File: config.mk
export PLATFORM = sky130hd
export DESIGN_NAME = pipe_scoreboard
export DESIGN_NICKNAME = d
export VERILOG_FILES = /design/src/rtl/pipe_scoreboard_pkg.sv /design/src/rtl/sb_match.sv /design/src/rtl/pipe_scoreboard.sv
export SDC_FILE = /design/constraint.sdc
export NUM_CORES = 1
export LEC_CHECK = 0
export CELL_PAD_IN_SITES_DETAIL_PLACEMENT = 0
export CELL_PAD_IN_SITES_GLOBAL_PLACEMENT = 1
export CORE_ASPECT_RATIO = 0.75
export CORE_MARGIN = 2
export CORE_UTILIZATION = 35
export CTS_BUF_LIST = sky130_fd_sc_hd__clkbuf_16
export DETAILED_ROUTE_END_ITERATION = 7
export PLACE_DENSITY_LB_ADDON = 0.1
export SYNTH_ARGS = -nofsm -noshare
export SYNTH_HDL_FRONTEND = slang
export SYNTH_SLANG_ARGS = --single-unit
File: constraint.sdc
create_clock -name CLK -period 7.83 [get_ports CLK]
set_input_delay 1.566 -clock CLK [delete_from_list [all_inputs] [get_ports CLK]]
set_output_delay 1.566 -clock CLK [all_outputs]
set_load 0.005 [all_outputs]
File: src/rtl/pipe_scoreboard_pkg.sv
// rtl/pipe_scoreboard_pkg.sv - shared types and constants for the pipeline hazard scoreboard
// Purpose: pending-write entry type and the register-file forward code.
// Ports: none (package).
package pipe_scoreboard_pkg;

  // Storage width for a destination select; wide enough for any REGS up to 256.
  localparam int SB_WSEL_W = 8;

  // Forward-select code meaning "take the operand from the register file".
  localparam int FWD_REGFILE = 0;

  typedef struct packed {
    logic                 valid;
    logic [SB_WSEL_W-1:0] wsel;
    logic                 is_load;
  } sb_entry_t;

endpackage

File: src/rtl/sb_match.sv
// rtl/sb_match.sv - youngest-producer priority encoder over the pending-write entries
// Purpose: find the lowest-index (newest) entry writing register rsel.
// Ports: entries (all tracked stages), rsel (register being read),
//        hit (some entry matches), idx (index of youngest match), is_load (that entry is a load).
module sb_match
  import pipe_scoreboard_pkg::*;
#(
  parameter int DEPTH = 3,
  parameter int FBITS = 2
) (
  input  sb_entry_t [DEPTH-1:0] entries,
  input  logic [SB_WSEL_W-1:0]  rsel,
  output logic                  hit,
  output logic [FBITS-1:0]      idx,
  output logic                  is_load
);

  // Scan from the oldest entry to the newest so the last assignment (lowest k) wins.
  always_comb begin
    hit     = 1'b0;
    idx     = '0;
    is_load = 1'b0;
    for (int k = DEPTH - 1; k >= 0; k--) begin
      if (entries[k].valid && (entries[k].wsel == rsel) && (rsel != '0)) begin
        hit     = 1'b1;
        idx     = FBITS'(k);
        is_load = entries[k].is_load;
      end
    end
  end

endmodule

File: src/rtl/pipe_scoreboard.sv
// rtl/pipe_scoreboard.sv - register-hazard scoreboard: load-use stall and forward selects
// Purpose: track pending writes in EX..WB, stall decode on load-use, register forward selects.
// Ports: CLK, nRST (sync, active-high), advance, id_* (decode instruction fields), flush,
//        stall (comb), fwd_a / fwd_b (registered forward selects), stall_count (saturating).
module pipe_scoreboard
  import pipe_scoreboard_pkg::*;
#(
  parameter int REGS       = 32,
  parameter int RBITS      = $clog2(REGS),
  parameter int DEPTH      = 3,
  parameter int LOAD_AVAIL = 2,
  parameter int FBITS      = $clog2(DEPTH + 1),
  parameter int CBITS      = 32
) (
  input  logic             CLK,
  input  logic             nRST,
  input  logic             advance,
  input  logic             id_valid,
  input  logic [RBITS-1:0] id_rs,
  input  logic [RBITS-1:0] id_rt,
  input  logic             id_rs_used,
  input  logic             id_rt_used,
  input  logic             id_wen,
  input  logic [RBITS-1:0] id_wsel,
  input  logic             id_is_load,
  input  logic             flush,
  output logic             stall,
  output logic [FBITS-1:0] fwd_a,
  output logic [FBITS-1:0] fwd_b,
  output logic [CBITS-1:0] stall_count
);

  sb_entry_t [DEPTH-1:0] entries;

  logic             hit_a, hit_b;
  logic             ld_a, ld_b;
  logic [FBITS-1:0] idx_a, idx_b;
  logic             haz_a, haz_b;
  logic [FBITS-1:0] nxt_a, nxt_b;
  sb_entry_t        new_entry;

  sb_match #(.DEPTH(DEPTH), .FBITS(FBITS)) u_match_a (
    .entries (entries),
    .rsel    (SB_WSEL_W'(id_rs)),
    .hit     (hit_a),
    .idx     (idx_a),
    .is_load (ld_a)
  );

  sb_match #(.DEPTH(DEPTH), .FBITS(FBITS)) u_match_b (
    .entries (entries),
    .rsel    (SB_WSEL_W'(id_rt)),
    .hit     (hit_b),
    .idx     (idx_b),
    .is_load (ld_b)
  );

  // A load producer at entry k can feed EX only once it has reached LOAD_AVAIL.
  assign haz_a = id_rs_used && hit_a && ld_a && ((int'(idx_a) + 1) < LOAD_AVAIL);
  assign haz_b = id_rt_used && hit_b && ld_b && ((int'(idx_b) + 1) < LOAD_AVAIL);
  assign stall = id_valid && !flush && (haz_a || haz_b);

  // After the next edge the producer sits one entry further down; the oldest
  // entry retires this cycle and is covered by register-file write-through.
  assign nxt_a = (id_rs_used && hit_a && (int'(idx_a) <= DEPTH - 2)) ? idx_a + FBITS'(1)
                                                                      : FBITS'(FWD_REGFILE);
  assign nxt_b = (id_rt_used && hit_b && (int'(idx_b) <= DEPTH - 2)) ? idx_b + FBITS'(1)
                                                                      : FBITS'(FWD_REGFILE);

  assign new_entry.valid   = id_valid && id_wen && !stall && !flush;
  assign new_entry.wsel    = SB_WSEL_W'(id_wsel);
  assign new_entry.is_load = id_is_load;

  always_ff @(posedge CLK) begin
    if (nRST) begin
      entries     <= '0;
      fwd_a       <= FBITS'(FWD_REGFILE);
      fwd_b       <= FBITS'(FWD_REGFILE);
      stall_count <= '0;
    end else begin
      if (advance) begin
        for (int k = DEPTH - 1; k > 1; k--) begin
          entries[k] <= entries[k-1];
        end
        // A flushed EX instruction becomes a bubble instead of moving to MEM.
        entries[1] <= flush ? sb_entry_t'('0) : entries[0];
        entries[0] <= new_entry;
        fwd_a      <= (stall || flush || !id_valid) ? FBITS'(FWD_REGFILE) : nxt_a;
        fwd_b      <= (stall || flush || !id_valid) ? FBITS'(FWD_REGFILE) : nxt_b;
      end else if (flush) begin
        entries[0].valid <= 1'b0;
      end
      if (stall && advance && (stall_count != '1)) begin
        stall_count <= stall_count + CBITS'(1);
      end
    end
  end

endmodule

* After elaboration in Yosys (flattened, before gate mapping) *
Index checks and enable logic that the tools add are counted.

word-level totals
  logic and storage cells = 89
  output and inout port bits = 37
  bits in registers = 63
  input port bits = 24

operators by class
  reduce and logical (&&, ||, !) cells = 36
  multiplexer cells = 25
  eq/ne operators = 7
  order comparisons = 4
  $add $sub $neg = 5

operator list
  operator                 count
  $add A32 B1 Y32 const B  1
  $eq A8 B5 Y1             4
  $ne A32 B32 Y1 const B   1
  $logic_and A1 B1 Y1      27
  $mux W2                  10
  $reduce_bool A8 Y1       2
  $mux W1                  14
  $eq A5 B5 Y1             2
  $mux W10                 1
  $add A2 B1 Y3 const B    2
  $lt A3 B2 Y1 const B     2
  $add A2 B1 Y2 const B    2
  $le A2 B1 Y1 const B     2
  $logic_not A1 Y1         3
  $logic_or A1 B1 Y1       3
  $reduce_bool A2 Y1       1

* Logic depth before layout (Yosys ltp) *
Gate-level depths: netlist of run 1.

  word-level depth = 15
  gate-level depth with buffers = 15
  gate-level depth less buffers = 12

* Cells and area by module *
A second synthesis of run 1 with hierarchy kept.

unflattened totals
  cell total of the unflattened synthesis = 399
  area, all modules = 3502.1 um2

modules (own cells, without submodules)
  module           instances  sequential area each (um2)  area each (um2)  cells each
  pipe_scoreboard  1          1141.1                      2696.3           301
  sb_match         2          0.0                         402.9            49

* Worst setup path before layout of run 1 *
OpenSTA, ideal clock, no wires.

  path kind = input port to output port
  start point = input id_rs[1]
  end point = output stall
  cell stages on the path = 13
  data arrival time = 3.786 ns
  path slack = 2.478 ns
  path buffers = 2
  path through = or4_4 > o211a_1 > and3_1 > nor2_1 > nand3_1 > ha_1 > and2_1 > o41a_1 > o31ai_1 > o21a_2 > buf_2 > buf_4 > nor3b_1

on the way
  cells in the longest elaborated chain, start to end = 11
  elaborated cells on any way between the ends = 26
  classes of those cells = 1 x add/sub; 1 x order compare; 3 x eq/ne; 9 x mux; 12 x reduce/logical

RTL lines
  element                                               line                   text
  start, declared                                       pipe_scoreboard.sv:19  input logic [RBITS-1:0] id_rs,
  $eq A8 B5 Y1                                          sb_match.sv:24         if (entries[k].valid && (entries[k].wsel == rsel) && (rsel != '0)) begin
  $logic_and A1 B1 Y1 (2 in a row)                      sb_match.sv:24
  $mux W2 or $mux W1 (tied branches) (3 in a row)       sb_match.sv:24
  $add A2 B1 Y3 or $logic_and A1 B1 Y1 (tied branches)  pipe_scoreboard.sv:59  assign haz_a = id_rs_used && hit_a && ld_a && ((int'(idx_a) + 1) < LOAD_AVAIL);
  $lt A3 B2 Y1 or $logic_and A1 B1 Y1 (tied branches)   pipe_scoreboard.sv:59
  $logic_and A1 B1 Y1 *                                 pipe_scoreboard.sv:59
  $logic_or A1 B1 Y1 *                                  pipe_scoreboard.sv:61  assign stall = id_valid && !flush && (haz_a || haz_b);
  $logic_and A1 B1 Y1 *                                 pipe_scoreboard.sv:61
  end, declared                                         pipe_scoreboard.sv:27  output logic stall,

Every way passes the cells marked *; elsewhere a longest branch is shown, timed or not.

* Worst setup path in the final report of run 1 *
Ends and elaborated chain as after synthesis.

==> results of run 1 <==
[sequential cells by signal, indices dropped and copies added, names as in the netlist]
register / count
fwd_b: 2
entries: 21
stall_count: 32
fwd_a: 2
[cell usage in the layout (no fill, tap or decap), drive strengths merged, types with 2 or more instances in the layout]
| cell | count |
|---|---|
| mux2i | 13 |
| o41ai | 3 |
| ha | 4 |
| nand4 | 25 |
| xnor2 | 23 |
| nor3b | 2 |
| and2 | 6 |
| a311oi | 2 |
| o21ai | 17 |
| nand3 | 21 |
| clkbuf | 9 |
| a21oi | 36 |
| or4b | 2 |
| buf | 6 |
| xor2 | 7 |
| or3 | 15 |
| and3 | 5 |
| nor2b | 8 |
| nor3 | 7 |
| o211a | 2 |
| clkdlybuf4s50 | 59 |
| clkinv | 6 |
| nor4 | 4 |
| mux2 | 7 |
| or4 | 6 |
| nand4b | 2 |
| and4 | 7 |
| nand3b | 8 |
| nand2 | 12 |
| nand2b | 12 |
| o31ai | 7 |
| dfxtp | 57 |
| nor2 | 38 |
| inv | 4 |
[worst max path at each step]
stage                         from    end  slack, ps  depth (start not counted)
after floorplan           id_rs[1]  stall       2480                         13
after global placement    id_rs[1]  stall       1710                         13
after detailed placement  id_rs[1]  stall       1650                         13
after CTS                 id_rs[1]  stall       1640                         13
after global routing      id_rt[2]  stall       1380                         12
final                     id_rs[1]  stall       1650                         13
[critical path: cells and delay by family]
family	cells	cell delay (ps)
AO/OA/AOI/OAI	4	660
adder cells (fa/ha/maj)	1	200
buffers and inverters	2	980
AND/OR/NAND/NOR	6	1230
[where the power goes]
group	internal, mW	switching [mW]	total [mW]
Clock	0.206	0.126	0.333
Combinational	0.0252	0.0263	0.0515
Sequential	0.294	0.00443	0.298
[stage by stage]
step	std cells	utilization	setup WS (ps)
global route	579	0.463	1380
global placement	563	0.435	1710
detailed placement	563	0.435	1650
floorplan	397	-	2480
CTS	579	0.463	1640
finish	579	0.463	1650
[area by class of cell]
type	instances	area, sq um
Fill cell	929	4870
Clock inverter	7	28.8
Sequential cell	57	1140
Clock buffer	9	225
Inverter	3	11.3
Timing Repair Buffer	65	633
Multi-Input combinational cell	310	2010
Tap cell	128	160
[logic make-up after synthesis]
logic type / Yosys count / share of synthesized area
simple gates: 181 / 0.314
mux: 20 / 0.0638
buf+inv: 30 / 0.0390
compound gates: 75 / 0.139
xor+xnor: 30 / 0.0803
flops: 57 / 0.349
fa+ha+maj: 4 / 0.0153
[layer usage]
| metal | vias to the layer above | wire length, microns |
|---|---|---|
| met5 | - | 0 |
| met4 | 0 | 58 |
| met3 | 4 | 405 |
| met2 | 65 | 3530 |
| met1 | 1418 | 4860 |
| li1 | 1560 | - |
==> qor.csv, run 1 <==
metric,value,unit
num_io_pins,61,
syn_nets,425,
initial_core_util,0.360,
path_cells,clkdlybuf4s50_1 -> or4_4 -> o211a_1 -> and3_1 -> nor2_1 -> nand3_1 -> ha_1 -> and2_1 -> o41a_1 -> o31ai_1 -> o21a_2 -> nor3b_1 -> clkdlybuf4s50_1,
rr_endpoint,stall_count[18]$_SDFFE_PP0P_,
p_leak,1.37,nW
die_h,87.8,microns
postCtsResizedCells,0,
ant_nets,0,
post-route-period-util,0.790,
rows,30,
worst_r2r_path_depth,12,
finish.instance_area,4210,sq um
cp_slowest_cell,or4_4,
gr-total-overflow,0,
power,0.682,mW
synth_most_common_cell,dfxtp_1,
syn_area,3270,sq um
required,6260,ps
synth-edff-count,0,
numClockSinks,57,
gp_congestion,0.960,
finalWirelength,8.85,mm
antenna_found_initial,0,
placedInstanceArea,3960,sq um
min_from,fwd_b[0]$_SDFFE_PP0P_,
synth_flop_cell,dfxtp_1,
max_slew_margin,0.315,
cap_viol_max_count,0,
path_class,in -> out,
use_met3,0.0519,
tightest_slew,1020,ps
critPathCaptureType,output pin,
clockBufferDepth,2,
cp-start-kind,input pin,
cts_made_buffers,9,
drt_first_pass_iters,4,
cts.hold.buffers_added,0,
grt.busiest_layer,met1,
layout-drive-gt1-share,0.0643,
r2r-start,entries[5]$_SDFFE_PP0P_,
post_drt_wl_per_cell,15.3,microns
nets,474,
synth_top_area_frac,0.349,
fin_skew,8.09,ps
ys_top_cells_by_count,"dfxtp_1 (57), nor2_1 (38), a21oi_1 (36), nand4_1 (25), xnor2_1 (23)",
gr-usage-met1,0.278,
grt_pass1_wl,14.7,mm
whs,466,ps
vias_per_cell,5.26,
p_per_area,162,nW/um^2
crit_top_cell,clkdlybuf4s50_1,
die_x,116,microns
clkLatencyLatePin,320,ps
run_status,finished clean,
hold_end,fwd_b[0]$_SDFFE_PP0P_,
portBuffers,60,
clk_pin_slew,50,ps
setup_violations,0,
yosys.area.top_type,dfxtp_1,
root_buffer,clkbuf_16,
grt_use_total,0.185,
hpwlAfterDp,6.21,mm
hold_path_depth,2,
ys_ff_latch,57,
rsz0062_at_grt,false,
ir_drop,0.0993,mV
slew_violations,0,
max_clock_freq,162,MHz
syn_avg_cell_area,8.24,sq um
critical_path_arrival,4620,ps
ys.warnings.count,0,
slowest_delay,590,ps
synth_cell_types,47,
drt_iter0_drc,175,
grt_use_met2,0.252,
hold_viol_final,0,
ff2ff_setup_slack,4650,ps
die-area,10100,sq um
yosysSeqAreaShare,0.349,
synth.area.top_cells,"dfxtp_1 (35%), xnor2_1 (6.2%), a21oi_1 (5.5%), nand4_1 (4.8%), nor2_1 (4.4%)",
vias,3047,
synthToLayoutAreaGrowth,28.6,%
htree_num_levels,3,
core-area,9080,sq um
grt_start_max_net_pins,65,
antenna_cells,0,
cts_tree,yes,
hold_path_class,reg -> reg,
grt_pass1_vias,2811,
drc,0,
crit_fanout,4,
cts_setup_buffers,0,
ys_async_sr_fraction,0,
fin_setup_tns,0,ps
period_needed,6180,ps
synthCells,397,
Power figures use the tool's default switching activity.
==> run 2: changes to the inputs <==
==> constraint.sdc (replaced) <==
create_clock -name CLK -period 5.25 [get_ports CLK]
set_input_delay 1.05 -clock CLK [delete_from_list [all_inputs] [get_ports CLK]]
set_output_delay 1.05 -clock CLK [all_outputs]
set_load 0.005 [all_outputs]
==> run 2 against run 1 <==
Power grew 58%. Global-route usage increased by 0.93 points. Sequential share of layout area fell by 0.51 points. Flip-flop and latch count stayed put. Count of clock-buffer cells in the layout did not move. Hold slack improved by 2.5 ps. Non-clock buffer count increased by 6. Die area is the same. Sequential power rose by 49%. Final cell count up 1.0%. Setup slack worse by 1500 ps. Critical path type unchanged. Critical endpoint unchanged. Largest power group unchanged.
==> qor.csv, run 2 (synthesis gave the netlist of run 1 again) <==
metric,value,unit
run_status,finished clean,
cp.depth,13,
slowest_delay,550,ps
period_needed,5070,ps
critical_path_arrival,4020,ps
power,1.08,mW
hold_path_class,reg -> reg,
clkLatencyLatePin,330,ps
multiInputGateArea,2020,sq um
grt_use_total,0.194,
post_drt_wl_per_cell,15.9,microns
setup_violations,0,
hold_viol_final,0,
antenna_cells,0,
slew_violations,0,
reg_top3,"stall_count (32), entries (21)",
swShare,0.228,
comb_power_share,0.075,
root_buffer,clkbuf_16,
cts_tree,yes,
core-area,9080,sq um
fin_setup_tns,0,ps
hold_path_depth,2,
mostFrequentLayoutCells,"clkdlybuf4s50_1 (59), dfxtp_1 (57), nor2_1 (38), a21oi_1 (36), nand4_1 (25)",
critPathCaptureType,output pin,
grt_start_max_net_pins,58,
p_per_area,252,nW/um^2
path_buf_inv,2,
die_x,116,microns
p_leak,1.41,nW
drc,0,
vias_per_cell,5.37,
worst_r2r_path_depth,13,
cts_made_buffers,9,
hpwlAfterDp,6.45,mm
regMostFlops,stall_count,
numClockSinks,57,
path_class,in -> out,
tightest_slew,783,ps
rows,30,
largest_reg_flops,32,
required,4200,ps
switching_power,0.247,mW
portBuffers,60,
layout-drive-gt1-share,0.0810,
drt_first_pass_iters,4,
cp_top_family,simple AND/OR/NAND/NOR gates,
gp_congestion,0.918,
max_slew_margin,0.478,
die_h,87.8,microns
clockBufferDepth,2,
htree_num_levels,3,
min_from,fwd_b[1]$_SDFFE_PP0P_,
initial_core_util,0.360,
cap_viol_max_count,0,
path_cells,clkdlybuf4s50_1 -> or4_4 -> o211a_1 -> and3_1 -> nor2_1 -> nand3_1 -> ha_1 -> and2_1 -> o41a_1 -> o31ai_1 -> o21a_2 -> nor3b_1 -> clkdlybuf4s50_1,
cp_slowest_cell,or4_4,
cp-start-kind,input pin,
intPower,0.834,mW
crit_top_cell,clkdlybuf4s50_1,
ir_drop,0.187,mV
vias,3139,
finalWirelength,9.32,mm
cts.hold.buffers_added,0,
fin_skew,6.02,ps
post-route-period-util,0.965,
die-area,10100,sq um
num_io_pins,61,
fillCellCount,903,
drt_iter0_drc,199,
pwr-share-seq,0.411,
clk_pin_slew,50,ps
r2r-start,entries[15]$_SDFFE_PP0P_,
rsz0062_at_grt,false,
cp-startpoint,id_rs[1],
nets,480,
seqCellArea,1140,sq um
mostFrequentLayoutCell,clkdlybuf4s50_1,
crit_fanout,3,
ant_nets,0,
antenna_found_initial,0,
grt_pass1_vias,2968,
max_clock_freq,197,MHz
grt_pass1_wl,15.2,mm
cts_setup_buffers,0,
clockPowerShare,0.514,
synthToLayoutAreaGrowth,31.0,%
gr-total-overflow,0,
run 2: stage by stage:
step | utilization | cells | area (sq um) | setup WS, ps | hold slack (ps)
after floorplan | - | 397 | 3270 | 930 | 452
after global placement | 0.440 | 569 | 4000 | 211 | 458
after detailed placement | 0.440 | 569 | 4000 | 118 | 463
after CTS | 0.471 | 585 | 4280 | 98.8 | 472
after global routing | 0.472 | 585 | 4290 | 25.7 | 493
final | 0.472 | 585 | 4290 | 183 | 469
run 2: power by group through the flow:
stage / logic [mW] / clock network, mW / registers (mW)
3_5_place_dp: 0.0796 / 0 / 0.453
6_report: 0.0806 / 0.556 / 0.444
3_3_place_gp: 0.0789 / 0 / 0.453
5_1_grt: 0.0879 / 0.595 / 0.444
2_1_floorplan: 0.0459 / 0 / 0.451
4_1_cts: 0.0799 / 0.569 / 0.444
run 2: area by class of cell:
cell class / instances / area share
clock buffers: 9 / 0.0525
clock inverters: 7 / 0.0125
inverters: 3 / 0.00263
multi-input cells: 310 / 0.471
flip-flops and latches: 57 / 0.266
well taps: 128 / 0.0373
repair buffers: 71 / 0.158
run 2: timing repair:
item | in CTS | in global routing
setup endpoints to repair | 0 | 1
gates resized for setup | 0 | 2
endpoints found under the hold margin | 0 | 0
run 2: worst paths after layout:
path	end	slack, ps
worst min-delay path	fwd_b[1]$_SDFFE_PP0P_	470
worst max-delay path	stall	180
worst min register to register	fwd_b[1]$_SDFFE_PP0P_	470
worst max register to register	stall_count[18]$_SDFFE_PP0P_	2160
run 2: tightest hold or removal path: cells and delay by family (launching register included):
kind / cells / cell delay (ps)
flops: 1 / 300
simple gates: 1 / 60
compound gates: 1 / 50
run 2: per-layer routing:
layer / vias up / track usage / wire (microns) / part of all wire
met2: 90 / 0.274 / 3800 / 0.41
met3: 13 / 0.0478 / 601 / 0.065
li1: 1568 / - / - / -
met1: 1468 / 0.285 / 4780 / 0.51
met4: 0 / 0.0682 / 128 / 0.014
met5: - / 0 / 0 / 0
==> run 3: changes to the inputs <==
--- a/config.mk
+++ b/config.mk
@@ -12,7 +12,9 @@
 export CORE_UTILIZATION = 35
 export CTS_BUF_LIST = sky130_fd_sc_hd__clkbuf_16
 export DETAILED_ROUTE_END_ITERATION = 7
+export GPL_ROUTABILITY_DRIVEN = 0
 export PLACE_DENSITY_LB_ADDON = 0.1
+export SLEW_MARGIN = 0
 export SYNTH_ARGS = -nofsm -noshare
 export SYNTH_HDL_FRONTEND = slang
 export SYNTH_SLANG_ARGS = --single-unit
==> results of run 3 <==
The final DEF is identical to that of run 2; final timing and power are the same.
